--- config.mk ---
export PLATFORM = sky130hd
export DESIGN_NAME = addr_decoder_rr
export DESIGN_NICKNAME = d
export VERILOG_FILES = /design/src/rtl/addr_decoder_rr.sv
export SDC_FILE = /design/constraint.sdc
export NUM_CORES = 1
export LEC_CHECK = 0
export CORE_MARGIN = 2
export CORE_UTILIZATION = 25
export CTS_BUF_LIST = sky130_fd_sc_hd__clkbuf_4 sky130_fd_sc_hd__clkbuf_8
export DETAILED_ROUTE_END_ITERATION = 8
export PLACE_DENSITY_LB_ADDON = 0.3
export SYNTH_ARGS = -nofsm -noshare
export SYNTH_HDL_FRONTEND = slang
export SYNTH_SLANG_ARGS = --single-unit
--- constraint.sdc ---
create_clock -name clk -period 6.8 [get_ports clk]
set_input_delay 1.36 -clock clk [delete_from_list [all_inputs] [get_ports clk]]
set_output_delay 1.36 -clock clk [all_outputs]
set_load 0.1 [all_outputs]
--- src/rtl/addr_decoder_rr.sv ---
// addr_decoder_rr
//   Decodes host ops to NUM_SW_INST switch channels and queues each op in a
//   small per-channel FIFO. The FIFOs drain onto one shared switch bus under a
//   round-robin arbiter. Each op gets exactly one response: read data, a write
//   completion, or an error when the address hits no switch or the switch does
//   not ack within TIMEOUT_CYC cycles.
//
// Ports
//   clk, rst        clock (rising edge), asynchronous active-high reset
//   en_in           intake enable; queued and in-flight ops finish regardless
//   valid_in        host op valid; accepted on an edge where ready_out is high
//   wr_rd_op        1 = write, 0 = read
//   addr_in         op address; switch index = addr_in >> SW_ADDR_BITS
//   op_id_in        op tag, returned on done_op_id
//   wr_data_in      write data
//   ready_out       intake ready
//   rsp_valid_out   one-cycle response strobe
//   rsp_err_out     response is an error (decode miss or timeout)
//   rd_data_out     read data (0 for writes and errors)
//   done_op_id      tag of the completed op
//   sel_en_out      one-hot switch select, held until ack or timeout
//   wr_rd_s_out     op type to switch
//   addr_out        full op address to switch
//   wr_data_out     write data to switch
//   rd_data_in      read data from the selected switch, sampled with its ack
//   ack_in          per-switch completion
module addr_decoder_rr #(
  parameter int NUM_SW_INST  = 5,
  parameter int W_WIDTH      = 8,
  parameter int ADDR_WIDTH   = 8,
  parameter int SW_ADDR_BITS = 4,
  parameter int FIFO_DEPTH   = 2,
  parameter int OP_ID_WIDTH  = 8,
  parameter int TIMEOUT_CYC  = 16
) (
  input  logic                   clk,
  input  logic                   rst,
  input  logic                   en_in,
  input  logic                   valid_in,
  input  logic                   wr_rd_op,
  input  logic [ADDR_WIDTH-1:0]  addr_in,
  input  logic [OP_ID_WIDTH-1:0] op_id_in,
  input  logic [W_WIDTH-1:0]     wr_data_in,
  output logic                   ready_out,
  output logic                   rsp_valid_out,
  output logic                   rsp_err_out,
  output logic [W_WIDTH-1:0]     rd_data_out,
  output logic [OP_ID_WIDTH-1:0] done_op_id,
  output logic [NUM_SW_INST-1:0] sel_en_out,
  output logic                   wr_rd_s_out,
  output logic [ADDR_WIDTH-1:0]  addr_out,
  output logic [W_WIDTH-1:0]     wr_data_out,
  input  logic [W_WIDTH-1:0]     rd_data_in,
  input  logic [NUM_SW_INST-1:0] ack_in
);

  localparam int FW = 1 + ADDR_WIDTH + OP_ID_WIDTH + W_WIDTH;
  localparam int PW = (FIFO_DEPTH > 1) ? $clog2(FIFO_DEPTH) : 1;
  localparam int IW = (NUM_SW_INST > 1) ? $clog2(NUM_SW_INST) : 1;
  localparam int TW = $clog2(TIMEOUT_CYC + 2);
  // Timer value seen on the edge that ends the TIMEOUT_CYC-th select cycle.
  localparam logic [TW-1:0] TMR_LAST = (TIMEOUT_CYC == 0) ? '0 : TW'(TIMEOUT_CYC - 1);

  typedef enum logic [1:0] {IDLE, BUSY, RESP} state_t;

  state_t state, state_nxt;

  logic [ADDR_WIDTH-1:0]             dec_idx;
  logic                              dec_hit;
  logic                              accept;
  logic [FW-1:0]                     frame_in;
  logic [NUM_SW_INST-1:0]            full, empty, push, pop;
  logic [NUM_SW_INST-1:0][FW-1:0]    head_all;
  logic [FW-1:0]                     head;

  logic                              err_pend;
  logic [OP_ID_WIDTH-1:0]            err_id;
  logic                              err_emit;

  logic [IW-1:0]                     rr_ptr, cur_g, gnt_idx;
  logic                              gnt_found, grant, ack_hit, tmo;
  logic [TW-1:0]                     timer;
  logic [OP_ID_WIDTH-1:0]            cur_id;
  logic [W_WIDTH-1:0]                rsp_data;
  logic                              rsp_err;

  // ---- intake and decode ----
  assign dec_idx   = addr_in >> SW_ADDR_BITS;
  assign dec_hit   = (dec_idx < ADDR_WIDTH'(NUM_SW_INST));
  assign ready_out = en_in & ~(|full) & ~err_pend;
  assign accept    = valid_in & ready_out;
  assign frame_in  = {wr_rd_op, addr_in, op_id_in, wr_data_in};

  // ---- per-channel FIFOs ----
  for (genvar c = 0; c < NUM_SW_INST; c++) begin : g_ch
    logic [FW-1:0] mem [FIFO_DEPTH];
    logic [PW-1:0] wr_ptr, rd_ptr;
    logic [PW:0]   cnt;

    assign full[c]     = (cnt == (PW+1)'(FIFO_DEPTH));
    assign empty[c]    = (cnt == '0);
    assign push[c]     = accept & dec_hit & (dec_idx == ADDR_WIDTH'(c));
    assign pop[c]      = grant & (gnt_idx == IW'(c));
    assign head_all[c] = mem[rd_ptr];

    always_ff @(posedge clk or posedge rst) begin
      if (rst) begin
        wr_ptr <= '0;
        rd_ptr <= '0;
        cnt    <= '0;
      end else begin
        if (push[c]) wr_ptr <= wr_ptr + 1'b1;
        if (pop[c])  rd_ptr <= rd_ptr + 1'b1;
        // Simultaneous push and pop leaves occupancy unchanged.
        if (push[c] && !pop[c])      cnt <= cnt + 1'b1;
        else if (pop[c] && !push[c]) cnt <= cnt - 1'b1;
      end
    end

    always_ff @(posedge clk) begin
      if (push[c]) mem[wr_ptr] <= frame_in;
    end
  end

  assign head = head_all[gnt_idx];

  // ---- round-robin pick: first non-empty channel after rr_ptr, wrapping ----
  always_comb begin
    logic [IW-1:0] cand;
    cand      = '0;
    gnt_found = 1'b0;
    gnt_idx   = '0;
    for (int i = 1; i <= NUM_SW_INST; i++) begin
      cand = IW'((int'(rr_ptr) + i) % NUM_SW_INST);
      if (!gnt_found && !empty[cand]) begin
        gnt_found = 1'b1;
        gnt_idx   = cand;
      end
    end
  end

  // ---- bus FSM ----
  always_ff @(posedge clk or posedge rst) begin
    if (rst) state <= IDLE;
    else     state <= state_nxt;
  end

  always_comb begin
    state_nxt = state;
    grant     = 1'b0;
    ack_hit   = 1'b0;
    tmo       = 1'b0;
    case (state)
      // A fresh grant may be issued on the edge that leaves RESP.
      IDLE, RESP: begin
        if (gnt_found) begin
          grant     = 1'b1;
          state_nxt = BUSY;
        end else begin
          state_nxt = IDLE;
        end
      end
      BUSY: begin
        if (ack_in[cur_g]) begin
          ack_hit   = 1'b1;
          state_nxt = RESP;
        end else if (TIMEOUT_CYC != 0 && timer == TMR_LAST) begin
          tmo       = 1'b1;
          state_nxt = RESP;
        end
      end
      default: state_nxt = IDLE;
    endcase
  end

  // A completion in RESP owns the response port; a decode miss waits behind it.
  assign err_emit = err_pend & (state != RESP);

  // ---- bus drive and completion capture ----
  always_ff @(posedge clk or posedge rst) begin
    if (rst) begin
      sel_en_out  <= '0;
      wr_rd_s_out <= 1'b0;
      addr_out    <= '0;
      wr_data_out <= '0;
      cur_id      <= '0;
      cur_g       <= '0;
      rr_ptr      <= IW'(NUM_SW_INST - 1);
      timer       <= '0;
      rsp_data    <= '0;
      rsp_err     <= 1'b0;
      err_pend    <= 1'b0;
      err_id      <= '0;
    end else begin
      if (grant) begin
        sel_en_out <= NUM_SW_INST'(1) << gnt_idx;
        {wr_rd_s_out, addr_out, cur_id, wr_data_out} <= head;
        cur_g      <= gnt_idx;
        rr_ptr     <= gnt_idx;
        timer      <= '0;
      end else if (state == BUSY) begin
        timer <= timer + 1'b1;
        if (ack_hit) begin
          sel_en_out <= '0;
          rsp_data   <= wr_rd_s_out ? '0 : rd_data_in;
          rsp_err    <= 1'b0;
        end else if (tmo) begin
          sel_en_out <= '0;
          rsp_data   <= '0;
          rsp_err    <= 1'b1;
        end
      end

      // Intake is blocked while err_pend is set, so set and clear never collide.
      if (accept && !dec_hit) begin
        err_pend <= 1'b1;
        err_id   <= op_id_in;
      end else if (err_emit) begin
        err_pend <= 1'b0;
      end
    end
  end

  // ---- response port ----
  always_comb begin
    rsp_valid_out = 1'b0;
    rsp_err_out   = 1'b0;
    rd_data_out   = '0;
    done_op_id    = '0;
    if (state == RESP) begin
      rsp_valid_out = 1'b1;
      rsp_err_out   = rsp_err;
      rd_data_out   = rsp_data;
      done_op_id    = cur_id;
    end else if (err_emit) begin
      rsp_valid_out = 1'b1;
      rsp_err_out   = 1'b1;
      done_op_id    = err_id;
    end
  end

endmodule

=== Word-level counts from Yosys, hierarchy flattened ===
Memory sizes are Yosys's and may differ from the RTL's.
Index checks and enable logic that the tools add are counted.

* Word-level logic and storage cells: 237
* Bits of input ports: 42
* RAM bits: 250
* Latch bits: 0
* Bits in read-only memories: 0
* Memories kept: 5
* Output and inout bits: 41
* Register bits: 81

* Magnitude comparators: 8
* Add/subtract/negate cells: 26
* Multiplexer cells: 74
* Shifts and indexed selects: 1
* Bitwise logic cells: 18
* Div/mod/pow operators: 5
* Eq/ne operators: 18
* Multiply operators: 0
* Reduce and logical (&&, ||, !) cells: 54

{| class="wikitable"
|+ Memory list
! memory !! depth !! bits a word !! read ports !! clocked after memory_dff !! wr ports !! line !! text
|-
| g_ch[0].mem || 2 || 25 || 1 || 0 || 1 || 96 || <nowiki>logic [FW-1:0] mem [FIFO_DEPTH];</nowiki>
|-
| g_ch[1].mem || 2 || 25 || 1 || 0 || 1 || 96 ||
|-
| g_ch[2].mem || 2 || 25 || 1 || 0 || 1 || 96 ||
|-
| g_ch[3].mem || 2 || 25 || 1 || 0 || 1 || 96 ||
|-
| g_ch[4].mem || 2 || 25 || 1 || 0 || 1 || 96 ||
|}

{| class="wikitable"
|+ Operators by type and width
! kind !! count
|-
| 32-bit by 4-bit remainder unit with 32-bit output (second input constant) || 5
|-
| 25-bit binary-select mux with 3-bit select || 1
|-
| 8-bit two-way mux || 6
|-
| 1-bit two-way mux || 36
|-
| 5-bit two-way mux || 6
|-
| 3-bit by 4-bit < comparator with 1-bit output (second input constant) || 7
|-
| 25-bit two-way mux || 1
|-
| 2-bit two-way mux || 12
|-
| 1-bit binary-select mux with 3-bit select || 6
|-
| 1-bit logical NOT || 18
|-
| 2-bit nonzero test || 8
|-
| 1-bit bitwise AND || 15
|-
| 1-bit logical AND || 15
|-
| 3-bit two-way mux || 5
|-
| 2-bit == test (second input constant) || 6
|-
| 2-bit logical NOT || 6
|-
| 1-bit adder (second input constant) || 10
|-
| 2-bit by 1-bit adder with 2-bit output (second input constant) || 5
|-
| 2-bit by 1-bit subtractor with 2-bit output (second input constant) || 5
|-
| 3-bit by 2-bit adder with 4-bit output (second input constant) || 2
|-
| 3-bit by 3-bit adder with 4-bit output (second input constant) || 2
|-
| 4-bit by 2-bit == test with 1-bit output (second input constant) || 2
|-
| 8-bit logical NOT || 1
|-
| 3-bit by 2-bit == test with 1-bit output (second input constant) || 2
|-
| other kinds (20) || 22
|}

=== Longest topological paths before layout ===
* Depth after elaboration: 22
* Gate-level depth with buffers: 27
* Gate-level depth less buffers: 24

=== Worst setup path before layout ===
Ideal clock, no wire load.

* Path type: input port to flip-flop
* Start: input port en_in
* End: memory g_ch[2].mem[0][0] (netlist name) (enable)
* Arrival time: 5998 ps
* Setup time: 439 ps
* Data required time: 6361 ps
* Buffers on the path: 0
* Path slack: 364 ps
* Stages on the path: 6
* Path through: nand3b_1 nor3_1 nand2_1 nor3_1 nand2_1 nor3_1

* Longest elaborated chain between the ends: 7

{| class="wikitable"
|+ Ends and longest elaborated chain
! item !! line !! text
|-
| from (decl) || 38 || <nowiki>input logic en_in,</nowiki>
|-
| 1-bit bitwise AND (2 in a row) || 90 || <nowiki>assign ready_out = en_in & ~(|full) & ~err_pend;</nowiki>
|-
| named net ready_out || 44 || <nowiki>output logic ready_out,</nowiki>
|-
| 1-bit bitwise AND || 91 || <nowiki>assign accept = valid_in & ready_out;</nowiki>
|-
| 1-bit bitwise AND (2 in a row) || 102 || <nowiki>assign push[c] = accept & dec_hit & (dec_idx == ADDR_WIDTH'(c));</nowiki>
|-
| 1-bit two-way mux || 121 || <nowiki>if (push[c]) mem[wr_ptr] <= frame_in;</nowiki>
|-
| 1-bit two-way mux (implied by the code) || 121 ||
|-
| to (decl) || 96 ||
|}

The timed path passes the listed nets, and every way through them passes these cells.

=== Worst setup path after layout ===
* Start: register rr_ptr[1]
* End: register g_ch[3].cnt[1]

* Longest elaborated chain between the ends: 22
* Elaborated cells between the ends (all ways): 50
* Those cells by class: 5 x add/sub; 5 x div; 1 x eq/ne; 23 x mux; 1 x bitwise; 15 x reduce/logical

{| class="wikitable"
|+ Ends and longest elaborated chain
! item !! line !! text
|-
| from (decl) || 80 || <nowiki>logic [IW-1:0] rr_ptr, cur_g, gnt_idx;</nowiki>
|-
| from (signal assigned) || 188 || <nowiki>rr_ptr <= IW'(NUM_SW_INST - 1);</nowiki>
|-
| from (signal assigned) || 199 || <nowiki>rr_ptr <= gnt_idx;</nowiki>
|-
| 3-bit by 2-bit adder with 4-bit output || 134 || <nowiki>cand = IW'((int'(rr_ptr) + i) % NUM_SW_INST);</nowiki>
|-
| 32-bit by 4-bit remainder unit with 32-bit output || 134 ||
|-
| 1-bit binary-select mux with 3-bit select || 135 || <nowiki>if (!gnt_found && !empty[cand]) begin</nowiki>
|-
| 1-bit two-way mux (implied by the code) || 135 ||
|-
| 1-bit logical NOT || 135 ||
|-
| 1-bit logical AND || 135 ||
|-
| 1-bit two-way mux || 135 ||
|-
| 1-bit logical NOT || 135 ||
|-
| (+6 left out) || -- ||
|-
| 1-bit logical AND || 135 ||
|-
| 1-bit two-way mux || 135 ||
|-
| 1-bit two-way mux || 156 || <nowiki>if (gnt_found) begin</nowiki>
|-
| 1-bit two-way mux || 153 || <nowiki>case (state)</nowiki>
|-
| 1-bit bitwise AND * || 103 || <nowiki>assign pop[c] = grant & (gnt_idx == IW'(c));</nowiki>
|-
| 1-bit logical NOT || 115 || <nowiki>if (push[c] && !pop[c]) cnt <= cnt + 1'b1;</nowiki>
|-
| 1-bit logical AND || 115 ||
|-
| 2-bit two-way mux / 2-bit nonzero test (equally long branches) || -- ||
|-
| to (signal assigned) || 115 ||
|-
| to (signal assigned) || 116 || <nowiki>else if (pop[c] && !push[c]) cnt <= cnt - 1'b1;</nowiki>
|-
| to (decl) || 98 || <nowiki>logic [PW:0] cnt;</nowiki>
|}

Mark *: on every way between the ends. The rest lies on a longest branch, timed or not. The select of a mux whose other input is x is not followed.
A chain may end at the register's enable or synchronous reset.

==> results summary <==
Among all flip-flop cells after synthesis, the most frequent one is edfxtp_1. The critical path data required time came out at 7.34 ns. At the later pin of the worst-skew pair, clock insertion delay measures 0.63 ns.

Counting stages on the worst path, the most repeated cell is ha_1. The worst slew slack as a fraction of its limit came out at 25.77%. The fraction of layout cells with a size suffix above 1 came out at 16.53%. The synthesized netlist cell count is 1094. The most critical setup path has its startpoint at rr_ptr[1]$_DFFE_PP0P_.

The netlist uses 80 different library cells. Sorting the synthesized cells by how often they occur yields 250 x edfxtp_1, 133 x mux2i_1, 78 x dfrtp_1. The initial DRC count came out at 593. The origin of the worst min-delay path is sel_en_out[4]$_DFFE_PP0P_.

The area inside the core boundary came out at 60130 um2. The die footprint came out at 62580 um2. Wire segments on met3 add up to 1975 um in the final route. Max-cap violations in this run came to 0. The total iterations of the first detailed-routing run is 5.

Once the floorplan was initialized, standard cells occupied 25.19% of the core. Summing every instance area after synthesis gives 15150 um2. The number of setup buffers added after CTS is 0.

The number of levels the H-tree was split into came out at 2. The layout filler cell count is 6079. The detailed-routed wire length on met2 came out at 18530 um. The flow ran to the end, and the final reports show no timing, DRC or antenna violations. Setup repair after global routing left no endpoint under its margin. The aggregate negative setup slack came out at 0 ns. Of all flip-flops after synthesis, the portion carrying an async set or reset was 24.01%. The DRC violations left came out at 0.

The initial antenna violation count is 5. The count of cells resized by post-cts repair came out at 0. The leading cell type by number of instances after synthesis is edfxtp_1. The die width came out at 250.2 um. The element type at the critical path start is a register. The number of vias after detailed routing is 9484. The average instance area after synthesis is 13.85 um2. The final worst setup slack came out at 0.8774 ns. The highest-delay cell along the critical path is dfrtp_1. The number of antenna repair diodes is 0. The global-route wire length before repair is 58610 um.

The sequential cells in the finished layout cover a total of 9490 um2. In this run the count of I/O pins placed on the die edge is 83. The root buffer cell chosen for the clock tree is clkbuf_8. By area the synthesized netlist is led by edfxtp_1 50%, dfrtp_1 13%, mux2i_1 8.8%. The CTS clock-pin slew for the worst setup and hold paths came out at 0.06 ns. The placement row count is 90. The area fraction of the dominant cell type after synthesis came out at 49.55%. At the end of routability-driven placement, the weighted congestion stood at 0.8323. The count of final max-slew check failures came out at 0.

The shortest clock period the worst path allows after layout came out at 5.923 ns. The total grt overflow came out at 0. The synthesized design spends more area on one cell type than any other, namely edfxtp_1. The classification of the worst-slack hold path is reg -> reg. The placement-stage worst setup slack is 0.9059 ns.

The number of stages on the worst hold path came out at 2. The logic depth of the worst register-to-register path is 24. Yosys mapped a number of flops with a built-in enable equal to 250. Walking the worst path, the cells encountered are ha_1 > xnor2_4 > inv_2 > ha_1 > o31ai_1 > o31ai_1 > xnor2_1 > inv_1 > ha_1 > nor2b_1 > a211oi_1 > o221ai_1 > and3_1 > a2111oi_1 > o32a_2 > nand4b_4 > a31oi_2 > o211a_1 > buf_4 > nand2_1 > ha_1 > xor2_1 > nor2_1 > xnor2_1. The count of nets after finishing came out at 1279. The mean number of vias per cell is 4.663. The count of final setup violators came out at 0. The longest clock path from root to sink contains 3 buffers. After clock tree synthesis, the flow added hold-fix buffers numbering 0. The kind of end point of the critical path is a register. TritonCTS built the clock tree. The total routed wirelength came out at 38880 um.

Dividing the final minimum period by the clock period gives 87.10%. The yosys synthesis warning count is 0. The multi-input logic area came out at 5339 um2. The total number of clock tree sinks is 329. The highest routing layer actually used is met5.

The worst register-to-register path begins at rr_ptr[1]$_DFFE_PP0P_. At the pin with the least slew margin, the transition time is 1.111 ns. Summing the sequential cell areas from Yosys gives 62.61% of the chip area. The number of buffers created by CTS is 55. The estimated wirelength of the detail-placed design came out at 24420 um.

The number of global-route vias before repair came out at 9538. The timing-limited maximum frequency came out at 0.1688 GHz. The critical path in this run is classified as reg -> reg. The residual antenna-violating net count after detailed routing is 0. The overall global routing resource usage came out at 12.29%.

The worst stage delay on the critical path came out at 0.65 ns. The die extent in y is 250.2 um. Data arrives at the worst endpoint at 6.46 ns. The highest fanout seen on the critical path came out at 13. The clock tree skew after final layout came out at 0.03094 ns. The number of hold violations in the final report is 0. The number of storage elements in the synthesis netlist is 329. Entering global routing, the biggest net connects 41 pins. The detailed-route wire length per cell came out at 19.11 um. The detailed router put a total of 17620 um of wire on met1.

The layout overhead on the synthesized area came out at 19.36%. The count of buffers added on input and output ports is 82. The total nets after synthesis is 1166.
==> routing by layer <==
metal	track usage, %	vias to the layer above
li1	-	4432
met1	16.37	4751
met2	20.27	228
met3	2.411	65
met4	3.541	8
met5	0	-
==> cell usage in the layout (no fill, tap or decap), drive strengths merged, types with 6 or more instances in the layout <==
cell             n
nand3           11
nand2           77
ha              30
nor2b            8
a22o             8
a21oi           17
o31ai            7
and2            19
or2             10
nand4            7
a22oi           28
o211a            6
nor2            40
o21ai           32
xnor2           18
inv             30
o211ai          59
and3             6
clkbuf          91
mux2            39
nor3            11
clkdlybuf4s50   82
a21o             6
clkinv          10
nand2b           8
mux2i          133
edfxtp         250
a211oi           8
xor2            16
dfrtp           78
buf             30
==> path summary, 6_finish.rpt <==
kind,endpoint,slack [ns]
worst max-delay path,g_ch[3].cnt[1]$_DFFE_PP0P_,0.88
worst min-delay path,sel_en_out[4]$_DFFE_PP0P_,0.49
worst max register to register,g_ch[3].cnt[1]$_DFFE_PP0P_,0.88
worst min register to register,sel_en_out[4]$_DFFE_PP0P_,0.49
max in group asynchronous,g_ch[0].rd_ptr$_DFFE_PP0P_,4.57
min in group asynchronous,rsp_data[2]$_DFFE_PP0P_,1.16
==> sequential cells by signal, summed over array words and instances (netlist names), 3 cells and up <==
name         count
g_ch.mem       250
g_ch.cnt        10
addr_out         8
cur_id           8
err_id           8
rsp_data         8
wr_data_out      8
g_ch.rd_ptr      5
g_ch.wr_ptr      5
sel_en_out       5
timer            5
rr_ptr           3
==> cell families after synthesis <==
| family | share of synthesized area (%) |
|---|---|
| DFF | 62.61 |
| buffers and inverters | 2.469 |
| xor gates and xnor gates | 2.090 |
| and+or+nand+nor | 7.574 |
| muxes | 11.84 |
| AOI/OAI and AO/OA | 10.94 |
| adders and majority gates | 2.478 |
==> metrics by stage <==
step                instances  hold WS [ns]  utilization (%)  instance area [um2]
floorplan                1094        0.4555                -                15150
global route             2034        0.5059            30.07                18080
CTS                      2034        0.4918            30.07                18080
global placement         1932        0.4680            28.22                16970
detailed placement       1932        0.4781            28.22                16970
finish                   2034        0.4874            30.07                18080
==> final cells by class <==
cell class                 count  area share, %
multi-input combinational    679          29.53
sequential                   329          52.48
clock inverter                11         0.2699
timing repair buffer         112          5.785
inverter                      30         0.6366
tap                          782          5.411
clock buffer                  91          5.888
==> critical path, delay by kind of cell (launching register included) <==
family                     cells  cell delay, ns
DFF                            1            0.65
AOI/OAI and AO/OA              8            2.12
buffers and inverters          3            0.47
and+or+nand+nor                5            0.82
xor gates and xnor gates       4            0.69
adders and majority gates      4            1.06
Power is left out: the tool's default activity adds up to more than one toggle a clock period on the data nets, which glitch-free logic cannot reach.
